**config.mk**
```make
export PLATFORM = sky130hd
export DESIGN_NAME = usb_pulpino_mailbox
export DESIGN_NICKNAME = d
export VERILOG_FILES = /design/src/rtl/usb_pulpino_pkg.sv /design/src/rtl/mb_sync_fifo.sv /design/src/rtl/usb_pulpino_mailbox.sv
export SDC_FILE = /design/constraint.sdc
export NUM_CORES = 1
export LEC_CHECK = 0
export CAP_MARGIN = 5
export CORE_ASPECT_RATIO = 0.6
export CORE_MARGIN = 3
export CORE_UTILIZATION = 61
export CTS_CLUSTER_DIAMETER = 30
export DETAILED_ROUTE_END_ITERATION = 12
export PLACE_DENSITY = 0.88
export SLEW_MARGIN = 20
export SYNTH_ARGS = -nofsm -noshare
export SYNTH_HDL_FRONTEND = slang
export SYNTH_HIERARCHICAL = 1
export SYNTH_SLANG_ARGS = --single-unit
export TNS_END_PERCENT = 5
```
**constraint.sdc**
```tcl
create_clock -name clk -period 4 [get_ports clk]
set_input_delay 1.2 -clock clk [delete_from_list [all_inputs] [get_ports clk]]
set_output_delay 1.2 -clock clk [all_outputs]
set_load 0.005 [all_outputs]
```
**src/rtl/usb_pulpino_pkg.sv**
```systemverilog
// Shared types and constants for the USB <-> PULPino byte mailbox.
package usb_pulpino_pkg;

   typedef logic [7:0] byte_t;

   localparam int MB_DEPTH = 16;

   // Presenter side: one byte at a time is offered to firmware on p_rx_data.
   typedef enum logic {
      PRES_IDLE = 1'b0,
      PRES_WAIT = 1'b1
   } pres_state_t;

   // Capture side: HOLD parks one byte when P2H is full.
   typedef enum logic {
      CAP_IDLE = 1'b0,
      CAP_HOLD = 1'b1
   } cap_state_t;

   // Bit positions inside usb_err.
   localparam int ERR_H2P_OVF = 0;
   localparam int ERR_TX_OVF  = 1;
   localparam int ERR_PROTO   = 2;

endpackage

```
**src/rtl/mb_sync_fifo.sv**
```systemverilog
// Single-clock byte FIFO. A push into a full FIFO succeeds when a pop
// happens in the same cycle, so a queue can stream at full occupancy.
module mb_sync_fifo
   import usb_pulpino_pkg::*;
#(
   parameter  int DEPTH = MB_DEPTH,
   localparam int AW    = $clog2(DEPTH),
   localparam int CW    = AW + 1
) (
   input  logic          clk,
   input  logic          rst_n,
   input  logic          i_push,
   input  byte_t         i_din,
   input  logic          i_pop,
   output byte_t         o_head,
   output logic          o_full,
   output logic          o_empty,
   output logic [CW-1:0] o_count
);

   byte_t         r_mem [DEPTH];
   logic [AW-1:0] r_wr_ptr;
   logic [AW-1:0] r_rd_ptr;
   logic [CW-1:0] r_count;
   logic          w_push_ok;
   logic          w_pop_ok;

   assign o_full    = (r_count == CW'(DEPTH));
   assign o_empty   = (r_count == '0);
   assign w_pop_ok  = i_pop & ~o_empty;
   assign w_push_ok = i_push & (~o_full | w_pop_ok);
   assign o_head    = r_mem[r_rd_ptr];
   assign o_count   = r_count;

   // Storage, pointers (wrap naturally at DEPTH) and occupancy.
   always_ff @(posedge clk or negedge rst_n) begin
      if (!rst_n) begin
         r_wr_ptr <= '0;
         r_rd_ptr <= '0;
         r_count  <= '0;
         for (int i = 0; i < DEPTH; i++) r_mem[i] <= '0;
      end else begin
         if (w_push_ok) begin
            r_mem[r_wr_ptr] <= i_din;
            r_wr_ptr        <= r_wr_ptr + 1'b1;
         end
         if (w_pop_ok) r_rd_ptr <= r_rd_ptr + 1'b1;
         case ({w_push_ok, w_pop_ok})
            2'b10:   r_count <= r_count + 1'b1;
            2'b01:   r_count <= r_count - 1'b1;
            default: r_count <= r_count;
         endcase
      end
   end

endmodule

```
**src/rtl/usb_pulpino_mailbox.sv**
```systemverilog
// Buffered byte mailbox between the USB register file (strobe side) and
// PULPino GPIO (toggle handshake side).
//
//  state      | meaning
//  PRES_IDLE  | no byte outstanding at firmware; pop H2P head when available
//  PRES_WAIT  | byte on p_rx_data, waiting for p_rx_ack to toggle
//  CAP_IDLE   | ready to take p_tx_data on a p_tx_toggle edge
//  CAP_HOLD   | P2H was full; byte parked in hold reg, ack withheld
module usb_pulpino_mailbox
   import usb_pulpino_pkg::*;
#(
   parameter  int DEPTH = MB_DEPTH,
   localparam int CW    = $clog2(DEPTH) + 1
) (
   input  logic          clk,
   input  logic          rst_n,
   input  logic          usb_wr_valid,
   input  logic [7:0]    usb_wr_data,
   output logic          usb_wr_full,
   input  logic          usb_rd_pop,
   output logic [7:0]    usb_rd_data,
   output logic          usb_rd_valid,
   output logic [CW-1:0] usb_h2p_count,
   output logic [CW-1:0] usb_p2h_count,
   output logic [2:0]    usb_err,
   input  logic          usb_err_clr,
   output logic [7:0]    p_rx_data,
   output logic          p_rx_toggle,
   input  logic          p_rx_ack,
   input  logic [7:0]    p_tx_data,
   input  logic          p_tx_toggle,
   output logic          p_tx_ack
);

   pres_state_t r_pres_st;
   cap_state_t  r_cap_st;
   logic        r_rx_ack_prev;
   logic        r_tx_tog_prev;
   byte_t       r_rx_data;
   logic        r_rx_toggle;
   logic        r_tx_ack;
   byte_t       r_hold;
   logic [2:0]  r_err;

   logic        w_rx_ack_edge;
   logic        w_tx_edge;
   logic        w_h2p_full;
   logic        w_h2p_empty;
   byte_t       w_h2p_head;
   logic        w_pres_pop;
   logic        w_p2h_full;
   logic        w_p2h_empty;
   logic        w_tx_space;
   logic        w_p2h_push;
   byte_t       w_p2h_din;
   logic [2:0]  w_err_set;

   assign w_rx_ack_edge = p_rx_ack ^ r_rx_ack_prev;
   assign w_tx_edge     = p_tx_toggle ^ r_tx_tog_prev;

   assign w_pres_pop = (r_pres_st == PRES_IDLE) & ~w_h2p_empty;

   // A same-cycle host pop frees a slot, so a full P2H still has room.
   assign w_tx_space = ~w_p2h_full | usb_rd_pop;
   assign w_p2h_push = (((r_cap_st == CAP_IDLE) & w_tx_edge) | (r_cap_st == CAP_HOLD))
                       & w_tx_space;
   assign w_p2h_din  = (r_cap_st == CAP_HOLD) ? r_hold : p_tx_data;

   assign w_err_set[ERR_H2P_OVF] = usb_wr_valid & w_h2p_full & ~w_pres_pop;
   assign w_err_set[ERR_TX_OVF]  = (r_cap_st == CAP_IDLE) & w_tx_edge & ~w_tx_space;
   assign w_err_set[ERR_PROTO]   = ((r_pres_st == PRES_IDLE) & w_rx_ack_edge)
                                 | ((r_cap_st == CAP_HOLD) & w_tx_edge);

   mb_sync_fifo #(.DEPTH(DEPTH)) u_h2p (
      .clk     (clk),
      .rst_n   (rst_n),
      .i_push  (usb_wr_valid),
      .i_din   (usb_wr_data),
      .i_pop   (w_pres_pop),
      .o_head  (w_h2p_head),
      .o_full  (w_h2p_full),
      .o_empty (w_h2p_empty),
      .o_count (usb_h2p_count)
   );

   mb_sync_fifo #(.DEPTH(DEPTH)) u_p2h (
      .clk     (clk),
      .rst_n   (rst_n),
      .i_push  (w_p2h_push),
      .i_din   (w_p2h_din),
      .i_pop   (usb_rd_pop),
      .o_head  (usb_rd_data),
      .o_full  (w_p2h_full),
      .o_empty (w_p2h_empty),
      .o_count (usb_p2h_count)
   );

   assign usb_wr_full  = w_h2p_full;
   assign usb_rd_valid = ~w_p2h_empty;
   assign usb_err      = r_err;
   assign p_rx_data    = r_rx_data;
   assign p_rx_toggle  = r_rx_toggle;
   assign p_tx_ack     = r_tx_ack;

   // Toggle history for edge detection.
   always_ff @(posedge clk or negedge rst_n) begin
      if (!rst_n) begin
         r_rx_ack_prev <= 1'b0;
         r_tx_tog_prev <= 1'b0;
      end else begin
         r_rx_ack_prev <= p_rx_ack;
         r_tx_tog_prev <= p_tx_toggle;
      end
   end

   // Presenter: hand one H2P byte at a time to firmware.
   always_ff @(posedge clk or negedge rst_n) begin
      if (!rst_n) begin
         r_pres_st   <= PRES_IDLE;
         r_rx_data   <= '0;
         r_rx_toggle <= 1'b0;
      end else begin
         case (r_pres_st)
            PRES_IDLE: if (!w_h2p_empty) begin
               r_rx_data   <= w_h2p_head;
               r_rx_toggle <= ~r_rx_toggle;
               r_pres_st   <= PRES_WAIT;
            end
            PRES_WAIT: if (w_rx_ack_edge) r_pres_st <= PRES_IDLE;
            default:   r_pres_st <= PRES_IDLE;
         endcase
      end
   end

   // Capture: take firmware bytes into P2H, parking one when full.
   always_ff @(posedge clk or negedge rst_n) begin
      if (!rst_n) begin
         r_cap_st <= CAP_IDLE;
         r_hold   <= '0;
         r_tx_ack <= 1'b0;
      end else begin
         case (r_cap_st)
            CAP_IDLE: if (w_tx_edge) begin
               if (w_tx_space) begin
                  r_tx_ack <= ~r_tx_ack;
               end else begin
                  r_hold   <= p_tx_data;
                  r_cap_st <= CAP_HOLD;
               end
            end
            CAP_HOLD: if (w_tx_space) begin
               r_tx_ack <= ~r_tx_ack;
               r_cap_st <= CAP_IDLE;
            end
            default: r_cap_st <= CAP_IDLE;
         endcase
      end
   end

   // Sticky error flags; a same-cycle set wins over clear.
   always_ff @(posedge clk or negedge rst_n) begin
      if (!rst_n) r_err <= '0;
      else        r_err <= w_err_set | (r_err & {3{~usb_err_clr}});
   end

endmodule

```
==> results of run 1 <==
through the flow:
stage,worst slack [ns],std cells,hold slack [ns]
6_report,0.176,1380,0.485
5_1_grt,0.0693,1380,0.510
4_1_cts,0.163,1380,0.486
3_5_place_dp,-0.0885,1302,0.467
3_3_place_gp,-0.0273,1302,0.456
2_1_floorplan,0.364,937,0.452
per-layer routing:
metal,part of all wire,vias to the layer above
met5,0.00032,-
met4,0.019,2
met3,0.084,59
met2,0.45,353
met1,0.45,4601
li1,-,3671
final cells by class:
type	instances	area, sq um	share of cell area
sequential	307	7680	0.449
tap	315	394	0.0230
inverter	15	56.3	0.00329
clock inverter	32	335	0.0196
multi-input combinational	561	6570	0.384
timing repair buffer	104	961	0.0561
clock buffer	46	1120	0.0653
worst max path at each step:
stage                       end  slack (ns)              start
6_report         usb_rd_data[3]        0.18  u_p2h/r_rd_ptr[2]
5_1_grt        u_h2p/o_count[4]        0.07   u_h2p/o_count[0]
4_1_cts        u_h2p/o_count[4]        0.16   u_h2p/o_count[0]
3_5_place_dp   u_p2h/o_count[4]       -0.09        p_tx_toggle
3_3_place_gp   u_p2h/o_count[4]       -0.03        p_tx_toggle
2_1_floorplan  u_p2h/o_count[4]        0.36        p_tx_toggle
logic make-up after synthesis:
family | Yosys count | synth area share
flip-flops | 307 | 0.528
buffers and inverters | 69 | 0.0207
XOR/XNOR | 22 | 0.0132
adder cells (fa/ha/maj) | 20 | 0.0182
AO/OA/AOI/OAI | 61 | 0.0322
multiplexers | 350 | 0.339
AND/OR/NAND/NOR | 108 | 0.0484
placed cells by master, fill, tap and decap left out, drive strengths merged:
| cell type | instances |
|---|---|
| a21o | 3 |
| a21oi | 3 |
| a22oi | 32 |
| and2 | 2 |
| buf | 50 |
| bufinv | 3 |
| clkbuf | 46 |
| clkdlybuf4s50 | 54 |
| clkinv | 11 |
| clkinvlp | 8 |
| dfrtp | 307 |
| fa | 2 |
| ha | 18 |
| inv | 25 |
| mux2 | 286 |
| mux4 | 64 |
| nand2 | 33 |
| nand2b | 5 |
| nand3 | 1 |
| nand4 | 3 |
| nand4b | 1 |
| nor2 | 27 |
| nor2b | 5 |
| nor3 | 18 |
| nor3b | 2 |
| nor4 | 4 |
| o211ai | 4 |
| o21a | 4 |
| o21ai | 10 |
| o221ai | 1 |
| o22ai | 1 |
| o311ai | 3 |
| or2b | 2 |
| or3 | 1 |
| or3b | 1 |
| or4 | 3 |
| xnor2 | 13 |
| xor2 | 9 |
report_power, final:
group	switching, W	leakage [nW]	internal, W	total (W)
Combinational	0.00243	2.92	0.00340	0.00583
Clock	0.00152	0.693	0.00227	0.00379
Sequential	0.00100	3.80	0.00461	0.00561
repair_timing:
action / CTS / global route
resized for setup: 0 / 2
setup buffers: 0 / 0
endpoints found under the setup margin: 0 / 1
hold endpoints to repair: 0 / 0
worst reg2reg max path: stages (launching register included):
cell and delay (ns):
dfrtp_1 0.44, or4_1 0.75, nor2_1 0.17, nor2_1 0.07
nand2b_1 0.26, o21ai_2 0.35, ha_2 0.35, ha_1 0.30
a21oi_1 0.26, o21ai_0 0.17, o311ai_0 0.39
flip-flops by register name, indices dropped and copies added (netlist names):
register and count:
u_h2p/r_mem 128, u_h2p/r_wr_ptr 4, u_h2p/r_rd_ptr 4, r_rx_ack_prev 1
usb_err 3, u_p2h/r_rd_ptr 4, u_p2h/r_mem 128, u_h2p/o_count 5
u_p2h/o_count 5, u_p2h/r_wr_ptr 4, p_rx_toggle 1, r_tx_tog_prev 1
p_tx_ack 1, p_rx_data 8, r_pres_st 1, r_hold 8
r_cap_st 1
==> results.txt, run 1 <==
Flop-to-flop setup slack -> 0.36 ns
Core area -> 23,200 sq um
Most common cell in the netlist -> dfrtp_1
Clock Sinks -> 307
Seq/Total Area, Yosys -> 0.528
Hold Path Sink -> u_h2p/r_mem[72]
Total routed wirelength -> 33,900 um
Max incr delay on CP -> 0.72 ns
Tmin final -> 3.82 ns
Crit Path Max Fanout -> 8
Die Height -> 126 um
Final Total Pwr -> 0.0152 W
Crit-path leading delay family -> simple AND/OR/NAND/NOR gates
Post-DRT Antenna Nets -> 0
Initial core utilization -> 0.626
Final Wtd Congestion -> 0.786
Worst VDD drop -> 394 uV
Slew HR -> 0.342
FILL cells -> 1,375
Worst slew pin tran -> 0.985 ns
Worst Hold Depth -> 1
Synth area leaders -> dfrtp_1 (53%), mux2_2 (16%), mux4_2 (9.9%)
Largest net degree at the start of global routing -> 80
M1 GR Usage -> 0.418
Mean routed wirelength per cell -> 24.6 um
Crit-path slowest cell -> nor2b_1
Initial antenna violation count -> 1
Die width -> 205 um
R2R cell count -> 10
GRT overflow -> 0
Synthesized area -> 14,500 sq um
Final period utilization -> 0.956
All-Layer GR Usage -> 0.275
RSZ-0062 raised after global routing -> false
Cell Rows -> 43
1st-pass router iterations -> 5
Final setup fails -> 0
Longest Clk Path Bufs -> 3
Post-synth top flop -> dfrtp_1
Post-Place Cell Area -> 15,700 sq um
YS warnings -> 6
Post-Syn Instances -> 937
Pleak -> 7.41 nW
Ys async rst share -> 1.00
Grt peak-use layer -> met1
Reg clk slew, reported paths -> 0.06 ns
Global-route track usage on met3 -> 0.0669
Vias in the first global route -> 9,468
Critical Path Stages -> 4
Root Driver -> clkbuf_16
Layout cells sized above 1 -> 0.484
Via Count -> 8,686
Worst path cell trace -> nor2b_1 > a22oi_1 > nand2_1 > clkdlybuf4s50_1
Final setup TNS -> 0 ns
Max Cap Viol -> 0
Commonest cells in the netlist -> dfrtp_1 (307), mux2_2 (207), mux2_4 (72)
Hold Buf Count CTS -> 0
Pwr/cell area -> 890 nW/um^2
Area leader, netlist -> dfrtp_1
HP Start -> u_h2p/r_mem[72]
CP bufs+invs -> 1
HP Class -> flip-flop to flip-flop
Classification of the worst setup path -> flip-flop to output port
Worst EP required -> 2.80 ns
Area growth syn-to-layout -> 17.7%
Nets@finish -> 1,074
Reg2reg end -> u_h2p/o_count[4]
Initial DRC Count -> 781
Critical R2R Launch -> u_h2p/o_count[0]
H-tree Lvls -> 2
DP Wirelength -> 20,500 um
Drt via density -> 6.29
Design Area, Final -> 17,100 sq um
Clk_skew -> 0.0228 ns
Yosys top cell area share -> 0.528
CP Launch Type -> flip-flop
Worst Path Arrival -> 2.62 ns
Cell variety after synth -> 48
Num CTS Buffers -> 42
DRC -> 0
CTS tree -> done
Fin. Hold Viols -> 0
Outcome -> finished, final reports clean
Post-synth EDFFs -> 0
Count of final max-slew check failures -> 0
Worst setup EP type -> output port
Fmax -> 262 MHz
Met2 Track Usage GR -> 0.404
Antenna diode count -> 0
Die Area -> 25,800 sq um
Seq cells post-synth -> 307
Clock Latency Late Sink -> 0.54 ns
Avg Inst Size Synth -> 15.5 sq um
First-pass GRT wire length -> 54,800 um
IO Pins -> 56
IO Port Bufs -> 55
Final core utilization -> 0.736
Syn Nets -> 980
Power figures use the tool's default switching activity.
==> run 2: changes to the inputs <==
Settings changed: GPL_ROUTABILITY_DRIVEN from default to 0, GPL_TIMING_DRIVEN from default to 1.
==> results of run 2 <==
The final DEF is identical to that of run 1; final timing and power are the same.
